## src/rtl/gray_code_subtractor_pipe.sv

```systemverilog
// gray_code_subtractor_pipe
// Three-stage, valid/ready handshaked subtractor on reflected-binary Gray
// operands: diff = a - b - bi (modulo 2^WIDTH), bo = borrow out.
//   S1: Gray -> binary conversion of both operands, borrow-in captured
//   S2: WIDTH+1 bit binary subtraction, borrow taken from the extra MSB
//   S3: binary -> Gray conversion, registered outputs
// Optional macro DIFF_STATS_EN adds a saturating completed-output counter
// (txn_count). Datapath and handshake timing do not depend on the macro.
module gray_code_subtractor_pipe #(
   parameter int WIDTH = 4,
   parameter int CNT_W = 16
) (
   input  logic             clk,
   input  logic             rst_n,
   input  logic             in_valid,
   output logic             in_ready,
   input  logic [WIDTH-1:0] a,
   input  logic [WIDTH-1:0] b,
   input  logic             bi,
   output logic             out_valid,
   input  logic             out_ready,
   output logic [WIDTH-1:0] diff,
   output logic             bo
`ifdef DIFF_STATS_EN
   ,
   output logic [CNT_W-1:0] txn_count
`endif
);

   // Reject configurations the datapath cannot represent.
   if (WIDTH < 2 || CNT_W < 1) begin : g_bad_param
      $error("gray_code_subtractor_pipe: WIDTH must be >= 2 and CNT_W >= 1");
   end

   // Reflected-binary Gray to binary: each bit is the XOR of all Gray bits above and including it.
   function automatic logic [WIDTH-1:0] gray2bin(input logic [WIDTH-1:0] g);
      logic [WIDTH-1:0] r;
      r[WIDTH-1] = g[WIDTH-1];
      for (int i = WIDTH - 2; i >= 0; i--) begin
         r[i] = r[i+1] ^ g[i];
      end
      return r;
   endfunction

   // Binary to reflected-binary Gray.
   function automatic logic [WIDTH-1:0] bin2gray(input logic [WIDTH-1:0] n);
      return n ^ (n >> 1);
   endfunction

   // Zero-extended subtraction; the MSB of the result is the borrow out.
   function automatic logic [WIDTH:0] sub_borrow(input logic [WIDTH-1:0] x,
                                                 input logic [WIDTH-1:0] y,
                                                 input logic             c);
      return {1'b0, x} - {1'b0, y} - {{WIDTH{1'b0}}, c};
   endfunction

   logic             vld_p1_q, vld_p1_d;
   logic             vld_p2_q, vld_p2_d;
   logic             vld_p3_q, vld_p3_d;
   logic [WIDTH-1:0] a_bin_p1_q, a_bin_p1_d;
   logic [WIDTH-1:0] b_bin_p1_q, b_bin_p1_d;
   logic             bi_p1_q, bi_p1_d;
   logic [WIDTH-1:0] d_bin_p2_q, d_bin_p2_d;
   logic             bo_p2_q, bo_p2_d;
   logic [WIDTH-1:0] diff_p3_q, diff_p3_d;
   logic             bo_p3_q, bo_p3_d;
   logic             adv_p1, adv_p2, adv_p3;

   // Advance chain: a stage moves when it is empty or its successor moves; the last stage moves when the consumer takes it.
   always_comb begin
      adv_p3 = !vld_p3_q || out_ready;
      adv_p2 = !vld_p2_q || adv_p3;
      adv_p1 = !vld_p1_q || adv_p2;
   end

   assign in_ready = adv_p1;

   // Next-state for every stage; data only loads when a valid item moves in, so stalled or emptied stages keep their contents.
   always_comb begin
      vld_p1_d   = vld_p1_q;
      a_bin_p1_d = a_bin_p1_q;
      b_bin_p1_d = b_bin_p1_q;
      bi_p1_d    = bi_p1_q;
      vld_p2_d   = vld_p2_q;
      d_bin_p2_d = d_bin_p2_q;
      bo_p2_d    = bo_p2_q;
      vld_p3_d   = vld_p3_q;
      diff_p3_d  = diff_p3_q;
      bo_p3_d    = bo_p3_q;

      // S1: operand capture and Gray decode
      if (adv_p1) begin
         vld_p1_d = in_valid;
         if (in_valid) begin
            a_bin_p1_d = gray2bin(a);
            b_bin_p1_d = gray2bin(b);
            bi_p1_d    = bi;
         end
      end

      // S2: binary subtract with borrow
      if (adv_p2) begin
         vld_p2_d = vld_p1_q;
         if (vld_p1_q) begin
            {bo_p2_d, d_bin_p2_d} = sub_borrow(a_bin_p1_q, b_bin_p1_q, bi_p1_q);
         end
      end

      // S3: Gray encode, drives the outputs
      if (adv_p3) begin
         vld_p3_d = vld_p2_q;
         if (vld_p2_q) begin
            diff_p3_d = bin2gray(d_bin_p2_q);
            bo_p3_d   = bo_p2_q;
         end
      end
   end

   // Pipeline registers; reset flushes both valids and data so outputs read zero immediately.
   always_ff @(posedge clk or negedge rst_n) begin
      if (!rst_n) begin
         vld_p1_q   <= 1'b0;
         a_bin_p1_q <= '0;
         b_bin_p1_q <= '0;
         bi_p1_q    <= 1'b0;
         vld_p2_q   <= 1'b0;
         d_bin_p2_q <= '0;
         bo_p2_q    <= 1'b0;
         vld_p3_q   <= 1'b0;
         diff_p3_q  <= '0;
         bo_p3_q    <= 1'b0;
      end else begin
         vld_p1_q   <= vld_p1_d;
         a_bin_p1_q <= a_bin_p1_d;
         b_bin_p1_q <= b_bin_p1_d;
         bi_p1_q    <= bi_p1_d;
         vld_p2_q   <= vld_p2_d;
         d_bin_p2_q <= d_bin_p2_d;
         bo_p2_q    <= bo_p2_d;
         vld_p3_q   <= vld_p3_d;
         diff_p3_q  <= diff_p3_d;
         bo_p3_q    <= bo_p3_d;
      end
   end

   assign out_valid = vld_p3_q;
   assign diff      = diff_p3_q;
   assign bo        = bo_p3_q;

`ifdef DIFF_STATS_EN
   // Saturating increment: holds at all-ones instead of wrapping.
   function automatic logic [CNT_W-1:0] sat_inc(input logic [CNT_W-1:0] c);
      return (c == {CNT_W{1'b1}}) ? c : c + 1'b1;
   endfunction

   logic [CNT_W-1:0] txn_count_q, txn_count_d;

   // Count each output handshake.
   always_comb begin
      txn_count_d = txn_count_q;
      if (vld_p3_q && out_ready) begin
         txn_count_d = sat_inc(txn_count_q);
      end
   end

   // Counter register, cleared only by reset.
   always_ff @(posedge clk or negedge rst_n) begin
      if (!rst_n) begin
         txn_count_q <= '0;
      end else begin
         txn_count_q <= txn_count_d;
      end
   end

   assign txn_count = txn_count_q;
`endif

endmodule

```

## config.mk

```make
export PLATFORM = sky130hd
export DESIGN_NAME = gray_code_subtractor_pipe
export DESIGN_NICKNAME = d
export VERILOG_FILES = /design/src/rtl/gray_code_subtractor_pipe.sv
export SDC_FILE = /design/constraint.sdc
export NUM_CORES = 1
export LEC_CHECK = 0
export ABC_AREA = 1
export CAP_MARGIN = 20
export CELL_PAD_IN_SITES_DETAIL_PLACEMENT = 0
export CELL_PAD_IN_SITES_GLOBAL_PLACEMENT = 2
export CORE_ASPECT_RATIO = 1.1
export CORE_UTILIZATION = 34
export CTS_BUF_LIST = sky130_fd_sc_hd__clkbuf_2 sky130_fd_sc_hd__clkbuf_4 sky130_fd_sc_hd__clkbuf_8
export DETAILED_ROUTE_END_ITERATION = 16
export PLACE_DENSITY = 0.82
export SLEW_MARGIN = 20
export SYNTH_ARGS = -nofsm -noshare
export SYNTH_HDL_FRONTEND = slang
export SYNTH_SLANG_ARGS = --single-unit
```

## constraint.sdc

```tcl
create_clock -name clk -period 2.55 [get_ports clk]
set_input_delay 0.51 -clock clk [delete_from_list [all_inputs] [get_ports clk]]
set_output_delay 0.51 -clock clk [all_outputs]
set_load 0.05 [all_outputs]
```

# Word level (Yosys, flattened, before mapping)
# Index checks and enable logic that the tools add are counted.
# word_totals
reg_bits	22
inputBits	13
out_inout_bits	7
elab_cells	28
# classes
add_sub_neg	2
bitwise	7
reduce_logical	9
# op_table
cell	n
$reduce_and 2->1	3
$xor 1x1->1	6
$sub 4x4->5	1
$sub 5x1->5	1
$xor 4x3->4	1
$logic_not 1->1	3
$logic_or 1x1->1	3

# Longest topological paths before layout
# logic_depth
word_depth	5
ltp_mapped	9
mapped_depth_nobuf	9

# Worst setup path before layout
# Ideal clock, no wire load.
# synth_timing
kind	reg-to-reg
from	reg a_bin_p1_q[0]
to	reg bo_p2_q
setup_ns	0.117
t_arrival_ns	1.601
required_time_ns	2.433
setup_slack_ns	0.832
path_stages_with_launch	9
n_path_buf	0
synth_period_minus_slack_ns	1.718
path_cell_list	dfrtp_1 > fa_1 > fa_1 > inv_1 > nand2_1 > a21oi_1 > nand2_1 > nand3_1 > nand2_1
# synth_via
elab_chain_len	2
# synth_lines
element	line	rtl
start, declared	60	logic [WIDTH-1:0] a_bin_p1_q, a_bin_p1_d;
start signal, assigned	134	a_bin_p1_q <= a_bin_p1_d;
$sub 4x4->5	54	return {1'b0, x} - {1'b0, y} - {{WIDTH{1'b0}}, c};
$sub 5x1->5	54	
end signal, assigned	139	bo_p2_q <= bo_p2_d;
end, declared	64	logic bo_p2_q, bo_p2_d;
# Every way passes these cells.
# A chain may end at the register's enable or synchronous reset.

# Final worst setup path
# layout_timing
from	reg diff_p3_q[1], in the netlist diff[1]
to	out diff[1]
# layout_rtl
element	line	rtl
start, declared	65	logic [WIDTH-1:0] diff_p3_q, diff_p3_d;
start signal, assigned	141	diff_p3_q <= diff_p3_d;
end, declared	22	output logic [WIDTH-1:0] diff,
# No word-level cell between the ends.

==> results.cfg <==
[critical_path]
cp_num_buf_inv = 1
crit_slowest_cell = clkdlybuf4s50_1
cp_max_fo = 2
critPathMaxStageDelay_ns = 0.80
r2r-start = a_bin_p1_q[0]$_DFFE_PN0P_
cp_top_family = buffers and inverters
rrSetupSlack_ns = 0.72
r2r_cells = 8
crit_type = flop to primary output
path_cells = clkdlybuf4s50_1
crit_arrival_ns = 1.47
r2r-end = bo_p2_q$_DFFE_PN0P_
start_kind = flop
crit_required_ns = 2.04
crit_path_end_kind = primary output

[yosys]
avgSynthCellArea_um2 = 8.28
syn_inst = 145
synth_warnings = 0
synth-seq-area-share_pct = 45.9
syn-num-nets = 166
yosys_register_bits = 22
synth_cell_type_count = 19
synth.cell_area_mm2 = 0.00120

[global_route]
antenna_found_initial = 0
grt_usage_pct = 13.5
overflow = 0
grt_max_degree = 23
grt_pass1_vias = 913
grt_pass1_wl_mm = 3.84

[clock_network]
ctsResizeCount = 0
cts.sink_count = 22
cts-root-buf = clkbuf_4
cts_made_buffers = 3
clk_latency_ns = 0.30
clk_path_buf_depth = 2
clk_pin_slew_worst_paths_ns = 0.12
hold_buffers = 0
cts_tree = done
postCtsSetupRepairBufs = 0
cts_max_level = 1

[timing]
maxSlewViolCount = 0
grt_setup_unrepaired = no
skew_ns = 0.00298
worstMarginPinSlew_ns = 0.488
fin_crit_sh_pct = 77.5
tns_ns = 0
clock.fmax_mhz = 506
fin_crit_ns = 1.98
slew_headroom_pct = 67.4
hold_viol_final = 0
setup_viol = 0
fin_ws_ns = 0.575

[drt]
num_vias = 931
dr.pass1.iters = 3
remaining_drc_errors = 0
post_drt_via_cell_ratio = 4.33
finalWirelength_mm = 2.02
ant_nets = 0
drtIter0Drc = 36
post_drt_wl_per_cell_um = 9.41

[outcome]
outcome = complete, no violations

[place]
gp_congestion = 0.760
numPortBuffers = 19
place_ws_ns = 0.599
dp_hpwl_mm = 1.66

[worst_hold_path]
hold_start = bo$_DFFE_PN0P_
min_to = bo$_DFFE_PN0P_
hold_path.class = flop to flop
hold_depth = 2

[floorplan]
dieArea_mm2 = 0.00377
std_cell_rows = 22
fp.dieH_um = 64.3
floorplan.initialDensity_pct = 35.7
coreArea_mm2 = 0.00336
fp.dieW_um = 58.6
ios = 20

[cells_and_area]
num-fill-cells = 358
drive_gt1_share_pct = 5.99
fin_nets = 190
areaGrowthSynthToFinish_pct = 23.3
diodes = 0

[pwr]
ir_worst_vdd_uv = 266
leakage_nw = 0.755
powerDensity_mw_per_mm2 = 915

[flow_run]
max_cap_viol_count = 0
==> worst min-delay path, cell delays in order (launching register included) <==
cell	delay, ns
dfrtp_1	0.36
nand2_1	0.05
nand2_1	0.04
==> sequential cells by signal, summed over array words and instances, names as in the netlist, 4 cells and up <==
register / count
a_bin_p1_q: 4
b_bin_p1_q: 4
d_bin_p2_q: 4
diff: 4
==> worst max-delay path by stage <==
| stage | from | slack (ns) | endpoint | depth (start not counted) |
|---|---|---|---|---|
| 2_1_floorplan | a_bin_p1_q[0]$_DFFE_PN0P_ | 0.83 | bo_p2_q$_DFFE_PN0P_ | 8 |
| 3_3_place_gp | out_ready | 0.61 | in_ready | 4 |
| 3_5_place_dp | out_ready | 0.60 | in_ready | 4 |
| 4_1_cts | bo$_DFFE_PN0P_ | 0.56 | bo | 1 |
| 5_1_grt | diff[0]$_DFFE_PN0P_ | 0.48 | diff[0] | 1 |
| 6_report | diff[1]$_DFFE_PN0P_ | 0.57 | diff[1] | 1 |
==> layout by cell type, fill, tap and decap left out <==
cell type        count
a21oi_1              1
buf_12               1
buf_4                1
clkbuf_4             3
clkdlybuf4s50_1     18
dfrtp_1             22
fa_1                 2
ha_1                 6
inv_1               25
nand2_1             47
nand2_2              1
nand2_4              1
nand3_1             11
nand3_4              1
nand4_1              2
nor2_1               4
nor2_2               1
nor2_4               1
o21ai_0             10
o21ai_1              4
o21bai_1             1
xnor2_1              4
==> per-layer routing <==
metal,GRT usage [%],vias up,wire length [um]
li1,-,497,-
met5,0,-,0
met3,2.63,4,58
met2,24.6,15,1070
met1,15.4,415,866
met4,4.76,0,26
==> through the flow <==
step | utilization (%) | cells | cell area, um^2 | hold slack (ns) | total power [W]
2_1_floorplan | - | 145 | 1200 | 0.214 | 0.00102
3_3_place_gp | 43.4 | 212 | 1460 | 0.453 | 0.00120
3_5_place_dp | 43.4 | 212 | 1460 | 0.458 | 0.00122
4_1_cts | 44.0 | 215 | 1480 | 0.488 | 0.00138
5_1_grt | 44.0 | 215 | 1480 | 0.530 | 0.00149
6_report | 44.0 | 215 | 1480 | 0.479 | 0.00135
==> area by class of cell <==
| cell class | instances | area [um^2] | area share, % |
|---|---|---|---|
| Timing Repair Buffer | 20 | 208 | 14.0 |
| Tap cell | 48 | 60.1 | 4.06 |
| Multi-Input combinational cell | 97 | 544 | 36.8 |
| Clock buffer | 3 | 22.5 | 1.52 |
| Sequential cell | 22 | 551 | 37.2 |
| Inverter | 25 | 93.8 | 6.35 |
==> Yosys cell counts <==
master | instances | area, um^2
o21ai_0 | 10 | 50.1
fa_1 | 2 | 40.0
o21bai_1 | 1 | 7.51
nand3_4 | 1 | 17.5
nor2_2 | 1 | 6.26
nand2_2 | 1 | 6.26
buf_6 | 1 | 11.3
dfrtp_1 | 22 | 551
nor2_4 | 1 | 11.3
nand3_1 | 11 | 55.1
nor2_1 | 4 | 15.0
nand4_1 | 2 | 12.5
ha_1 | 6 | 75.1
nand2_1 | 47 | 176
xnor2_1 | 4 | 35.0
a21oi_1 | 1 | 5.00
nand2_4 | 1 | 11.3
inv_1 | 25 | 93.8
o21ai_1 | 4 | 20.0
==> power by group <==
part           leakage (nW)  switching [W]  internal [W]  total [W]
sequential            0.266      0.0000806      0.000462   0.000542
combinational         0.474       0.000393      0.000261   0.000654
clock                0.0138       0.000102     0.0000551   0.000157
total                 0.755       0.000575      0.000778    0.00135
==> cell families (layout without fill, tap and decap cells) <==
kind of cell / Yosys count / in the layout / share of synthesized area (%)
fa+ha+maj: 8 / 8 / 9.59
flops: 22 / 22 / 45.9
buf+inv: 26 / 48 / 8.76
simple gates: 69 / 69 / 26.0
compound gates: 16 / 16 / 6.88
xor+xnor: 4 / 4 / 2.92
Note: power is estimated with default switching activity, not from simulation.
